`src/rtl/keypad_pkg.sv`:
```
// Shared types and constants for the memory-mapped 4x4 keypad scanner.
package keypad_pkg;

    typedef enum logic [1:0] {IDLE, PRESS_DB, HELD, REL_DB} db_state_t;

    localparam int NEW_BIT  = 31;
    localparam int HELD_BIT = 4;
    localparam int CODE_LSB = 0;

    localparam logic [31:0] DEFAULT_KEY_ADDR = 32'h0000_FFF0;

    // Frame result: bit 4 set means no contact closed; otherwise bits 3:0 hold {col, row}.
    localparam logic [4:0] NO_KEY = 5'b1_0000;

    function automatic logic [1:0] lowest_row(input logic [3:0] rows_n);
        logic [1:0] idx;
        idx = 2'd3;
        for (int i = 3; i >= 0; i--) begin
            if (!rows_n[i]) idx = 2'(i);
        end
        return idx;
    endfunction

endpackage

```
`src/rtl/keypad_debounce.sv`:
```
// Frame-rate debounce FSM: turns one key-code result per frame into a stable press/release.
module keypad_debounce
    import keypad_pkg::*;
#(
    parameter int DEBOUNCE_SCANS = 4
) (
    input  logic       clk,
    input  logic       rst,
    input  logic       frame_done,
    input  logic [4:0] frame_code,
    output logic [3:0] key_code,
    output logic       held,
    output logic       accept
);

    localparam int CW = (DEBOUNCE_SCANS >= 1) ? $clog2(DEBOUNCE_SCANS + 1) : 1;
    localparam logic [CW-1:0] CNT_MAX = CW'(DEBOUNCE_SCANS);
    localparam logic [CW-1:0] CNT_ONE = CW'(1);

    db_state_t     state, state_next;
    logic [3:0]    cand, cand_next, code_next;
    logic [CW-1:0] cnt, cnt_next, cnt_inc;
    logic          has_key;

    assign has_key = !frame_code[4];
    assign cnt_inc = (cnt == CNT_MAX) ? cnt : cnt + CNT_ONE;
    assign held    = (state == HELD) || (state == REL_DB);

    always_ff @(posedge clk or negedge rst) begin
        if (!rst) begin
            state    <= IDLE;
            cand     <= '0;
            cnt      <= '0;
            key_code <= '0;
        end else begin
            state    <= state_next;
            cand     <= cand_next;
            cnt      <= cnt_next;
            key_code <= code_next;
        end
    end

    // Evaluated only at frame end; a different code while pressing restarts from IDLE.
    always_comb begin
        state_next = state;
        cand_next  = cand;
        cnt_next   = cnt;
        code_next  = key_code;
        accept     = 1'b0;
        if (frame_done) begin
            case (state)
                IDLE: begin
                    if (has_key) begin
                        cand_next = frame_code[3:0];
                        cnt_next  = CNT_ONE;
                        if (CNT_ONE >= CNT_MAX) begin
                            state_next = HELD;
                            code_next  = frame_code[3:0];
                            accept     = 1'b1;
                        end else begin
                            state_next = PRESS_DB;
                        end
                    end
                end
                PRESS_DB: begin
                    if (has_key && frame_code[3:0] == cand) begin
                        cnt_next = cnt_inc;
                        if (cnt_inc >= CNT_MAX) begin
                            state_next = HELD;
                            code_next  = cand;
                            accept     = 1'b1;
                        end
                    end else begin
                        state_next = IDLE;
                    end
                end
                HELD: begin
                    if (!has_key) begin
                        cnt_next   = CNT_ONE;
                        state_next = (CNT_ONE >= CNT_MAX) ? IDLE : REL_DB;
                    end
                end
                REL_DB: begin
                    if (!has_key) begin
                        cnt_next = cnt_inc;
                        if (cnt_inc >= CNT_MAX) state_next = IDLE;
                    end else begin
                        state_next = HELD;
                    end
                end
                default: state_next = IDLE;
            endcase
        end
    end

endmodule

```
`src/rtl/keypad_scan.sv`:
```
// Keypad scanner top: column drive, row synchronizer, frame resolution and the CPU-readable key register.
module keypad_scan
    import keypad_pkg::*;
#(
    parameter int          SCAN_DIV       = 50000,
    parameter int          DEBOUNCE_SCANS = 4,
    parameter logic [31:0] KEY_ADDR       = DEFAULT_KEY_ADDR
) (
    input  logic        clk,
    input  logic        rst,
    input  logic [3:0]  row,
    output logic [3:0]  col,
    input  logic        memread,
    input  logic [31:0] dataadr,
    output logic [31:0] readdata,
    output logic        key_new
);

    localparam int DW = (SCAN_DIV > 1) ? $clog2(SCAN_DIV) : 1;
    localparam logic [DW-1:0] DWELL_LAST = DW'(SCAN_DIV - 1);

    logic [3:0]    row_meta, row_sync;
    logic [DW-1:0] dwell;
    logic [1:0]    col_idx;
    logic          last_dwell, row_hit, frame_done;
    logic          acc_valid;
    logic [3:0]    acc_code;
    logic [4:0]    frame_code;
    logic [3:0]    key_code;
    logic          held, accept, new_flag, read_hit;
    logic [31:0]   key_reg;

    always_ff @(posedge clk or negedge rst) begin
        if (!rst) begin
            row_meta <= 4'hF;
            row_sync <= 4'hF;
        end else begin
            row_meta <= row;
            row_sync <= row_meta;
        end
    end

    assign last_dwell = (dwell == DWELL_LAST);
    assign row_hit    = (row_sync != 4'hF);
    assign frame_done = last_dwell && (col_idx == 2'd3);
    assign col        = ~(4'b0001 << col_idx);

    always_ff @(posedge clk or negedge rst) begin
        if (!rst) begin
            dwell   <= '0;
            col_idx <= 2'd0;
        end else if (last_dwell) begin
            dwell   <= '0;
            col_idx <= col_idx + 2'd1;
        end else begin
            dwell   <= dwell + DW'(1);
        end
    end

    // Columns are visited lowest first, so the first hit latched in a frame is the lowest code.
    always_ff @(posedge clk or negedge rst) begin
        if (!rst) begin
            acc_valid <= 1'b0;
            acc_code  <= '0;
        end else if (last_dwell) begin
            if (col_idx == 2'd3) begin
                acc_valid <= 1'b0;
                acc_code  <= '0;
            end else if (!acc_valid && row_hit) begin
                acc_valid <= 1'b1;
                acc_code  <= {col_idx, lowest_row(row_sync)};
            end
        end
    end

    always_comb begin
        frame_code = NO_KEY;
        if (acc_valid)    frame_code = {1'b0, acc_code};
        else if (row_hit) frame_code = {1'b0, col_idx, lowest_row(row_sync)};
    end

    keypad_debounce #(
        .DEBOUNCE_SCANS(DEBOUNCE_SCANS)
    ) u_debounce (
        .clk        (clk),
        .rst        (rst),
        .frame_done (frame_done),
        .frame_code (frame_code),
        .key_code   (key_code),
        .held       (held),
        .accept     (accept)
    );

    assign read_hit = memread && (dataadr == KEY_ADDR);

    always_comb begin
        key_reg                  = '0;
        key_reg[NEW_BIT]         = new_flag;
        key_reg[HELD_BIT]        = held;
        key_reg[CODE_LSB +: 4]   = key_code;
    end

    // A press accepted on the same edge as a clearing read keeps the new flag set.
    always_ff @(posedge clk or negedge rst) begin
        if (!rst) begin
            new_flag <= 1'b0;
            readdata <= '0;
        end else begin
            if (accept)        new_flag <= 1'b1;
            else if (read_hit) new_flag <= 1'b0;
            readdata <= read_hit ? key_reg : 32'h0;
        end
    end

    assign key_new = new_flag;

endmodule
```
`config.mk`:
```
export PLATFORM = sky130hd
export DESIGN_NAME = keypad_scan
export DESIGN_NICKNAME = d
export VERILOG_FILES = /design/src/rtl/keypad_pkg.sv /design/src/rtl/keypad_debounce.sv /design/src/rtl/keypad_scan.sv
export SDC_FILE = /design/constraint.sdc
export NUM_CORES = 1
export LEC_CHECK = 0
export BUFFER_PORTS_ARGS = -buffer_cell sky130_fd_sc_hd__buf_2
export CORE_MARGIN = 2
export CORE_UTILIZATION = 45
export CTS_CLUSTER_DIAMETER = 150
export DETAILED_ROUTE_END_ITERATION = 6
export PLACE_DENSITY = 0.77
export SYNTH_ARGS = -nofsm -noshare
export SYNTH_HDL_FRONTEND = slang
export SYNTH_SLANG_ARGS = --single-unit
export TNS_END_PERCENT = 50
```
`constraint.sdc`:
```
create_clock -name clk -period 5.1 [get_ports clk]
set_input_delay 1.02 -clock clk [delete_from_list [all_inputs] [get_ports clk]]
set_output_delay 1.02 -clock clk [all_outputs]
set_load 0.01 [all_outputs]
```
After elaboration in Yosys (flattened, before gate mapping):

Cells that the tools add are included.

* memories: 0
* logic and storage cells: 79
* bits in latches: 0
* memory bits (writable): 0
* output and inout bits: 37
* memory bits (read-only): 0
* input port bits: 39
* register bits: 77

* $add $sub $neg: 3
* bitwise gates (word level): 2
* muxes and demuxes: 30
* shifts and indexed selects: 1
* div/mod/pow operators: 0
* reductions and logical operators: 15
* multipliers: 0
* magnitude comparators: 1
* equality and inequality tests: 15

Operators by type and width (number)
* $eq 32x16->1 const B: 1
* $mux 32: 1
* $add 16x1->16 const B: 1
* $eq 16x16->1 const B: 1
* $mux 16: 1
* $mux 2: 8
* $mux 3: 5
* $pmux 3 s4: 1
* $mux 5: 2
* $reduce_and 5->1: 2
* $mux 1: 9
* $mux 4: 2
* $pmux 2 s4: 1
* $eq 2x2->1 const B: 3
* $ne 2x1->1 const B: 3
* $ne 3x3->1 const B: 2
* $eq 4x4->1: 1
* $logic_and 1x1->1: 4
* $ne 4x4->1 const B: 1
* $not 4->4: 1
* $reduce_and 4->1: 1
* $reduce_bool 2->1: 2
* $shl 1x2->4 const A: 1
* $add 3x1->3 const B: 1
* 11 further kinds: 12

Longest topological paths before layout:

Gate-level depths: netlist of the first run.

* depth after elaboration: 11
* depth in mapped cells: 7
* mapped depth without buffers: 7

By module:

Synthesis of the first run repeated with hierarchy kept, for this count alone.

* cell total of the unflattened synthesis: 248
* area, all modules: 2688.8 sq um

Modules (own cells, without submodules)
* keypad_scan: times used 1, sequential area each 960.9 sq um, area an instance 1950.6 sq um, cells an instance 185
* keypad_debounce: times used 1, sequential area each 325.3 sq um, area an instance 738.2 sq um, cells an instance 63

Worst setup path before layout of the first run:

OpenSTA, ideal clock, no wires.

* kind: reg-to-reg
* start: reg row_sync[0]
* end: reg u_debounce.key_code[0]
* stages on the path, launching flop included: 7
* path slack: 2.807 ns
* clock period less this slack: 2.293 ns
* arrival time: 2.168 ns
* library setup time: 0.125 ns
* buffers on the path: 0
* cells stage by stage: dfstp_2 a41oi_4 a22oi_4 xnor2_1 or4_4 nor3_4 mux2_4

* cells in the longest elaborated chain, start to end: 6

Ends and longest elaborated chain
* start, declared: line keypad_scan.sv:22 `logic [3:0] row_meta, row_sync;`
* start signal, assigned: line keypad_scan.sv:39 `row_sync <= row_meta;`
* $ne 4x4->1 or $mux 2 (tied branches): line keypad_scan.sv:44, keypad_pkg.sv:19
* $mux 5 (*): line keypad_scan.sv:79 `else if (row_hit) frame_code = {1'b0, col_idx, lowest_row(row_sync)};`
* $mux 5 (*): line keypad_scan.sv:78 `if (acc_valid) frame_code = {1'b0, acc_code};`
* $eq 4x4->1 or $logic_not 1->1 (tied branches): line keypad_debounce.sv:66, keypad_debounce.sv:25
* $logic_and 1x1->1 (*): line keypad_debounce.sv:66 `if (has_key && frame_code[3:0] == cand) begin`
* $reduce_and 4->1 (no line) (*)
* end signal, assigned: line keypad_debounce.sv:39 `key_code <= code_next;`
* end, declared: line keypad_debounce.sv:11 `output logic [3:0] key_code,`

Mark *: on every way between the ends. The rest lies on a longest branch, timed or not.
A chain may end at the register's enable or synchronous reset.

Final worst setup path of the first run:

* start: reg dwell[7]
* end: reg u_debounce.key_code[1]

* cells in the longest elaborated chain, start to end: 3

Ends and longest elaborated chain
* start, declared: line keypad_scan.sv:23 `logic [DW-1:0] dwell;`
* start signal, assigned: line keypad_scan.sv:56 `dwell <= dwell + DW'(1);`
* $eq 16x16->1: line keypad_scan.sv:43 `assign last_dwell = (dwell == DWELL_LAST);`
* $logic_and 1x1->1: line keypad_scan.sv:45 `assign frame_done = last_dwell && (col_idx == 2'd3);`
* $reduce_and 4->1 (no line)

Every way passes these cells.

==> results_dict.tcl, run 1 <==
set metrics [dict create \
    cts_hold_buf 0 \
    drt_iter0_drc 48 \
    max_freq_ghz 0.367 \
    final_util 0.532 \
    hold_viol_final 0 \
    final.setup_skew_ns 0.00467 \
    syn_area_per_cell_sq_um 10.9 \
    rows 27 \
    min_from "row_meta[2]$_DFF_PN1_" \
    ys.flop_type "dfrtp_1" \
    critPathMaxFanout 16 \
    cpLargestDelayFamily "simple AND/OR/NAND/NOR gates" \
    grt_pass1_wl_microns 7150 \
    cap_violations 0 \
    die_width_microns 80.7 \
    clock-sinks 51 \
    synth_top_area_share 0.406 \
    p_per_area_nw_per_um2 237 \
    path_buf_inv 0 \
    die_h_microns 80.7 \
    crit_path_cell_trace "or4b_1 > nor4_4 > and2_1 > nand2_1 > nor3_4 > mux2_4" \
    ctsResizeCount 0 \
    peakVddDrop_mv 0.168 \
    hp-class "register to register" \
    num_vias 1815 \
    syn_area_sq_um 2650 \
    slowest_delay_ns 0.63 \
    grt_start_max_net_pins 52 \
    portBuffers 49 \
    tns_ns 0 \
    first_global_vias 1661 \
    route.detailed.drc 0 \
    root_buffer "clkbuf_8" \
    synth_edf_count 0 \
    cts_made_buffers 5 \
    synth.yosys.seq_area_share 0.486 \
    min_period_over_period 0.534 \
    h-tree-depth 2 \
    antenna_found_initial 0 \
    worst_path_max_delay_cell "nor4_4" \
    crit_required_ns 5.29 \
    area_growth_pct 12.6 \
    synthCells 244 \
    setup_slack_ns 2.38 \
    yosys_warnings 0 \
    clk_latency_ns 0.30 \
    num-nets-final 345 \
    core_sq_um 5610 \
    drive_gt1_frac 0.275 \
    post_cts_buffers 0 \
    gp_congestion 0.785 \
    dpl.hpwl_microns 3280 \
    crit_type "register to register" \
    cp-end-kind "register" \
    wirelength_microns 4440 \
    clk_path_buf_depth 2 \
    placedInstanceArea_sq_um 2880 \
    first_pass_iters 4 \
    critical_path.startpoint "dwell[7]$_DFF_PN0_" \
    ys_top_cells_by_area "dfrtp_1 41%, dfstp_2 7.9%, buf_4 7.4%" \
    final_cell_area_sq_um 2980 \
    cts_tree "built" \
    cp-start-kind "register" \
    io_pins 76 \
    ys_types 51 \
    critPathArrivalTime_ns 2.91 \
    viasPerCell 4.91 \
    relSlewSlack 0.459 \
    start_util 0.472 \
    leakagePower_nw 1.47 \
    ys_ff_latch 51 \
    place_inst 362 \
    outcome "finished clean" \
    period_needed_ns 2.72 \
    grt_usage 0.144 \
    fin_cells 370 \
    slew_viol_final 0 \
    clkTransAtPathRegs_ns 0.09 \
    rsz0062_at_grt "no" \
    worstMarginPinSlew_ns 0.805 \
    overflow 0 \
    n_antenna_cell 0 \
    ant_nets 0 \
    wl_per_cell_microns 12.0 \
    synth-async-reset-ratio 1.00 \
    setup_violations 0 \
    die_area_sq_um 6520 \
    place_ws_ns 2.38 \
    r2r-start "dwell[7]$_DFF_PN0_" \
    yosysTopAreaCell "dfrtp_1" \
]
[layer usage]
metal	vias up	GRT usage	part of all wire	routed length (microns)
met3	7	0.0337	0.071	314
met5	-	0	0	0
met1	847	0.165	0.44	1950
met4	0	0.0610	0.017	75
li1	890	-	-	-
met2	71	0.257	0.47	2100
[cells in the mapped netlist (all sizes together), types with 2 or more instances]
| master | count |
|---|---|
| nor3 | 5 |
| and3 | 7 |
| and2 | 8 |
| buf | 27 |
| dfrtp | 43 |
| ha | 9 |
| inv | 13 |
| nand2 | 18 |
| clkbuf | 2 |
| mux2 | 8 |
| nand3 | 8 |
| or3 | 2 |
| o21a | 2 |
| o21ai | 11 |
| a22oi | 2 |
| nor4 | 5 |
| dfstp | 8 |
| nor2b | 2 |
| nor2 | 14 |
| nand4bb | 2 |
| a31oi | 2 |
| or4 | 2 |
| a21oi | 5 |
| xor2 | 11 |
| xnor2 | 7 |
| nand4 | 5 |
[stage by stage]
stage | hold WS [ns] | power [mW]
2_1_floorplan | 0.345 | 0.451
3_5_place_dp | 0.347 | 0.461
4_1_cts | 0.361 | 0.717
5_1_grt | 0.368 | 0.739
6_report | 0.360 | 0.707
3_3_place_gp | 0.346 | 0.461
[kinds of logic (layout without fill, tap and decap cells)]
family                     count (synthesis)  in the layout  synth area share
AOI/OAI and AO/OA                         31             31            0.0902
xor gates and xnor gates                  18             18            0.0595
adders and majority gates                  9              9            0.0425
buffers and inverters                     42             71            0.0968
DFF                                       51             51             0.486
muxes                                      9              9            0.0435
other                                      1             26           0.00142
and+or+nand+nor                           83             83             0.180
[power by group]
group / switching, mW / total [mW] / leakage [nW] / internal [mW]
registers: 0.00313 / 0.413 / 0.671 / 0.410
clock network: 0.131 / 0.254 / 0.0505 / 0.124
logic: 0.0254 / 0.0402 / 0.751 / 0.0148
total: 0.159 / 0.707 / 1.47 / 0.548
[layout by cell type, fill, tap and decap left out, types with 5 or more instances in the layout]
| cell | count |
|---|---|
| and2_1 | 8 |
| and3_1 | 7 |
| buf_2 | 49 |
| clkbuf_8 | 7 |
| conb_1 | 26 |
| dfrtp_1 | 43 |
| dfstp_2 | 8 |
| ha_1 | 9 |
| inv_1 | 13 |
| nand2_1 | 18 |
| nand3_1 | 8 |
| nand4_1 | 5 |
| nor2_1 | 13 |
| o21ai_0 | 10 |
| xnor2_1 | 7 |
| xor2_1 | 11 |
[flip-flops by register name, summed over array words and instances (netlist names)]
| name | cells |
|---|---|
| u_debounce.cand | 4 |
| dwell | 16 |
| u_debounce.cnt | 3 |
| key_new | 1 |
| row_meta | 4 |
| col_idx | 2 |
| u_debounce.state | 2 |
| acc_code | 4 |
| readdata | 6 |
| acc_valid | 1 |
| u_debounce.key_code | 4 |
| row_sync | 4 |
[worst register-to-register path: stages, from the launching register on]
cell     delay [ns]
dfrtp_1        0.42
or4b_1         0.58
nor4_4         0.63
and2_1         0.25
nand2_1        0.11
nor3_4         0.30
mux2_4         0.33
[final timing paths]
path | endpoint | slack [ns] | cells past startpoint
max in group asynchronous | dwell[15]$_DFF_PN0_ | 3.87 | 2
setup / recovery | u_debounce.key_code[1]$_DFFE_PN0P_ | 2.38 | 6
min in group asynchronous | readdata[1]$_DFF_PN0_ | 0.81 | 2
hold reg to reg | row_sync[2]$_DFF_PN1_ | 0.36 | 0
setup reg to reg | u_debounce.key_code[1]$_DFFE_PN0P_ | 2.38 | 6
hold / removal | row_sync[2]$_DFF_PN1_ | 0.36 | 0
[layout make-up]
| cell class | instances | area (sq um) |
|---|---|---|
| flip-flops and latches | 51 | 1290 |
| repair buffers | 50 | 253 |
| well taps | 72 | 90.1 |
| fillers | 488 | 2630 |
| inverters | 13 | 48.8 |
| clock inverters | 1 | 7.51 |
| clock buffers | 7 | 96.3 |
| multi-input cells | 176 | 1200 |
Note: power is estimated with default switching activity, not from simulation.
==> inputs of run 2 (changes only) <==
Settings changed: PLACE_DENSITY 0.77 to 0.79.
Clock period 5.1 ns to 2.5 ns, I/O delays scaled along.
==> results_dict.tcl, run 2 (same netlist as run 1, synthesis figures left out) <==
set metrics [dict create \
    cts_tree "built" \
    cts_made_buffers 5 \
    io_pins 76 \
    route.detailed.drc 0 \
    slew_viol_final 0 \
    largest_reg_flops 16 \
    overflow 0 \
    hp-class "primary input to async pin" \
    drt_iter0_drc 107 \
    p_per_area_nw_per_um2 517 \
    cp-start-kind "register" \
    die_width_microns 80.7 \
    area_growth_pct 15.5 \
    fill_cells 509 \
    clock-sinks 51 \
    clkTransAtPathRegs_ns 0.08 \
    final.setup_skew_ns 0.00901 \
    peakVddDrop_mv 0.336 \
    first_pass_iters 4 \
    top_regs "dwell (16), readdata (6)" \
    outcome "finished clean" \
    num-nets-final 350 \
    largest-register "dwell" \
    critical_path.startpoint "row_sync[0]$_DFF_PN1_" \
    grt_usage 0.158 \
    gp_congestion 0.835 \
    wirelength_microns 4730 \
    viasPerCell 4.96 \
    grt_start_max_net_pins 28 \
    final_util 0.546 \
    cap_violations 0 \
    worstMarginPinSlew_ns 0.626 \
    die_h_microns 80.7 \
    hold_viol_final 0 \
    final_cell_mix "49 x buf_2, 43 x dfrtp_1, 26 x conb_1, 18 x nand2_1" \
    h-tree-depth 2 \
    crit_type "register to register" \
    dpl.hpwl_microns 3580 \
    max_freq_ghz 0.418 \
    setup_violations 0 \
    r2r-start "row_sync[0]$_DFF_PN1_" \
    critPathMaxFanout 5 \
    final_common_cell "buf_2" \
    drive_gt1_frac 0.284 \
    endpoint "u_debounce.key_code[0]$_DFFE_PN0P_" \
    first_global_vias 1781 \
    period_needed_ns 2.39 \
    cts_hold_buf 0 \
    tns_ns 0 \
    r2r_cells 6 \
    portBuffers 49 \
    rows 27 \
    rsz0062_at_grt "no" \
    critPathArrivalTime_ns 2.57 \
    grt_pass1_wl_microns 7830 \
    die_area_sq_um 6520 \
    start_util 0.472 \
    ant_nets 0 \
    ff2ff_setup_slack_ns 0.11 \
    num_vias 1860 \
    min_period_over_period 0.956 \
    crit_required_ns 2.68 \
    clk_latency_ns 0.30 \
    cp-end-kind "register" \
    antenna_found_initial 0 \
    relSlewSlack 0.583 \
    wl_per_cell_microns 12.6 \
    n_antenna_cell 0 \
    r2r-end "u_debounce.key_code[0]$_DFFE_PN0P_" \
    core_sq_um 5610 \
    clk_path_buf_depth 2 \
    root_buffer "clkbuf_8" \
    leakagePower_nw 1.52 \
]
==> run 2: worst max-delay path, cell delays in order, from the launching register on <==
cell     delay, ns
dfstp_2       0.59
a41oi_4       0.18
a22oi_4       0.20
xnor2_1       0.08
or4_4         0.58
nor3_4        0.30
mux2_4        0.34
==> run 2: power by group <==
| group | total [mW] | internal [mW] | switching [mW] |
|---|---|---|---|
| Combinational | 0.0850 | 0.0323 | 0.0526 |
| Sequential | 0.842 | 0.836 | 0.00591 |
| Clock | 0.654 | 0.400 | 0.255 |
==> run 2: worst min path at each step <==
| stage | from | slack (ns) | end |
|---|---|---|---|
| after floorplan | rst | 0.20 | acc_code[0]$_DFFE_PN0P_ |
| after global placement | row_meta[2]$_DFF_PN1_ | 0.35 | row_sync[2]$_DFF_PN1_ |
| after detailed placement | row_meta[2]$_DFF_PN1_ | 0.35 | row_sync[2]$_DFF_PN1_ |
| after CTS | rst | 0.23 | readdata[4]$_DFF_PN0_ |
| after global routing | rst | 0.25 | acc_code[1]$_DFFE_PN0P_ |
| final | rst | 0.21 | readdata[4]$_DFF_PN0_ |
==> run 2: cell type report <==
cell class                      count  area (sq um)  area share
Inverter                           13          48.8      0.0159
Timing Repair Buffer               55           303      0.0989
Clock buffer                        6          72.6      0.0237
Tap cell                           72          90.1      0.0294
Clock inverter                      2          60.1      0.0196
Sequential cell                    51          1290       0.420
Multi-Input combinational cell    176          1200       0.392
==> run 2: stage by stage <==
| step | setup slack (ns) | total power, mW | hold slack [ns] | std cells | cell area (sq um) |
|---|---|---|---|---|---|
| 3_5_place_dp | 0.0781 | 0.944 | 0.347 | 366 | 2920 |
| 4_1_cts | 0.0470 | 1.59 | 0.226 | 374 | 3050 |
| 6_report | 0.110 | 1.58 | 0.213 | 375 | 3060 |
| 5_1_grt | 0.00565 | 1.65 | 0.250 | 375 | 3060 |
| 3_3_place_gp | 0.143 | 0.941 | 0.346 | 366 | 2920 |
| 2_1_floorplan | 0.207 | 0.921 | 0.204 | 269 | 2740 |
==> run 2: repair_timing <==
item,4_1_cts,5_1_grt
buffers inserted,0,1
resized for setup,0,0
endpoints found under the setup margin,0,4
==> run 2: routing by layer <==
| layer | wire [microns] | global-route usage |
|---|---|---|
| met1 | 1980 | 0.190 |
| met2 | 2340 | 0.279 |
| met3 | 377 | 0.0438 |
| met4 | 31 | 0.0407 |
| met5 | 0 | 0 |
==> inputs of run 3 (changes only) <==
Settings changed: CORE_ASPECT_RATIO from default to 1.5, PLACE_DENSITY 0.79 to 0.77.
Clock period 2.5 ns to 2.33 ns, I/O delays scaled along.
==> results_dict.tcl, run 3 (same netlist as run 1, synthesis figures left out) <==
set metrics [dict create \
    grt_start_max_net_pins 23 \
    wl_per_cell_microns 12.7 \
    clk_path_buf_depth 2 \
    worstMarginPinSlew_ns 0.607 \
    largest_reg_flops 16 \
    final_common_cell "buf_2" \
    ff2ff_setup_slack_ns 0.03 \
    setup_slack_ns 0.0344 \
    peakVddDrop_mv 0.412 \
    grt_usage 0.157 \
    h-tree-depth 2 \
    slowest_delay_ns 0.58 \
    die_area_sq_um 6530 \
    core_sq_um 5740 \
    area_growth_pct 18.3 \
    min_period_over_period 0.985 \
    cts_tree "built" \
    num_vias 1892 \
    drt_iter0_drc 25 \
    clk_latency_ns 0.30 \
    clock-sinks 51 \
    worst_path_max_delay_cell "dfstp_2" \
    slew_viol_final 0 \
    dpl.hpwl_microns 3630 \
    gp_congestion 0.769 \
    max_freq_ghz 0.436 \
    first_global_vias 1871 \
    crit_path_cell_trace "a41oi_4 > a22oi_2 > xnor2_1 > or4_4 > nor3_4 > mux2_4" \
    drive_gt1_frac 0.322 \
    setup_violations 0 \
    cap_violations 0 \
    n_antenna_cell 0 \
    portBuffers 49 \
    hold_viol_final 0 \
    p_per_area_nw_per_um2 488 \
    overflow 0 \
    critPathMaxFanout 5 \
    relSlewSlack 0.591 \
    viasPerCell 4.90 \
    rows 34 \
    grt_pass1_wl_microns 7900 \
    cts_hold_buf 0 \
    cts_made_buffers 5 \
    cp-start-kind "register" \
    cp-end-kind "register" \
    final.setup_skew_ns 0.00991 \
    cpLargestDelayFamily "simple AND/OR/NAND/NOR gates" \
    outcome "finished clean" \
    root_buffer "clkbuf_8" \
    fin_cells 386 \
    io_pins 76 \
    p_total_mw 1.53 \
    period_needed_ns 2.30 \
    die_h_microns 98.0 \
    regArea_sq_um 1290 \
    first_pass_iters 2 \
    antenna_found_initial 0 \
    die_width_microns 66.6 \
    rsz0062_at_grt "yes" \
    place_ws_ns -0.0643 \
    final_cell_mix "49 x buf_2, 43 x dfrtp_1, 26 x conb_1, 18 x nand2_1, 16 x buf_4" \
    fill_cells 502 \
    leakagePower_nw 1.56 \
    start_util 0.461 \
    clkTransAtPathRegs_ns 0.09 \
    top_regs "dwell (16), readdata (6)" \
    ant_nets 0 \
    hp-class "primary input to async pin" \
    multi_input_area_sq_um 1240 \
    critPathArrivalTime_ns 2.49 \
    place_inst 374 \
    path_buf_inv 0 \
    largest-register "dwell" \
    wirelength_microns 4890 \
    num-nets-final 361 \
    crit_required_ns 2.52 \
    route.detailed.drc 0 \
    crit_type "register to register" \
]
==> run 3: what timing repair did <==
action | 4_1_cts | 5_1_grt
gates resized for setup | 0 | 8
endpoints found under the hold margin | 0 | 0
setup endpoints to repair | 6 | 7
pin swaps | 3 | 0
buffers inserted | 4 | 0
==> run 3: path summary, 6_finish.rpt <==
check | startpoint | to | depth (start not counted)
min | rst | dwell[11]$_DFF_PN0_ | 1
min reg2reg | row_meta[2]$_DFF_PN1_ | row_sync[2]$_DFF_PN1_ | 0
max | row_sync[1]$_DFF_PN1_ | u_debounce.key_code[0]$_DFFE_PN0P_ | 6
max reg2reg | row_sync[1]$_DFF_PN1_ | u_debounce.key_code[0]$_DFFE_PN0P_ | 6
max in group asynchronous | rst | row_sync[1]$_DFF_PN1_ | 2
min in group clk | row[0] | row_meta[0]$_DFF_PN1_ | 1
==> run 3: layout make-up <==
cell class / instances / area share
well taps: 72 / 0.0287
clock inverters: 1 / 0.00279
repair buffers: 66 / 0.120
multi-input cells: 176 / 0.395
inverters: 13 / 0.0156
clock buffers: 7 / 0.0275
flip-flops and latches: 51 / 0.410
==> run 3: layer usage <==
metal | vias up | track usage | wire (microns)
li1 | 918 | - | -
met1 | 889 | 0.165 | 1880
met2 | 73 | 0.284 | 2550
met3 | 12 | 0.0311 | 302
met4 | 0 | 0.0816 | 157
met5 | - | 0 | 0
==> run 3: stage by stage <==
step,hold WS [ns],TNS (ns),area [sq um],utilization
after detailed placement,0.342,-0.264,2970,0.517
after floorplan,0.170,0,2740,-
final,0.00844,0,3130,0.546
after CTS,0.00735,0,3090,0.539
after global placement,0.343,0,2970,0.517
after global routing,0.0100,-0.242,3130,0.546
==> run 3: power by group <==
part	internal [mW]	leakage (nW)	switching, mW	total, mW
clock network	0.244	0.0484	0.280	0.524
logic	0.0416	0.839	0.0612	0.103
registers	0.897	0.671	0.00568	0.903
total	1.18	1.56	0.347	1.53
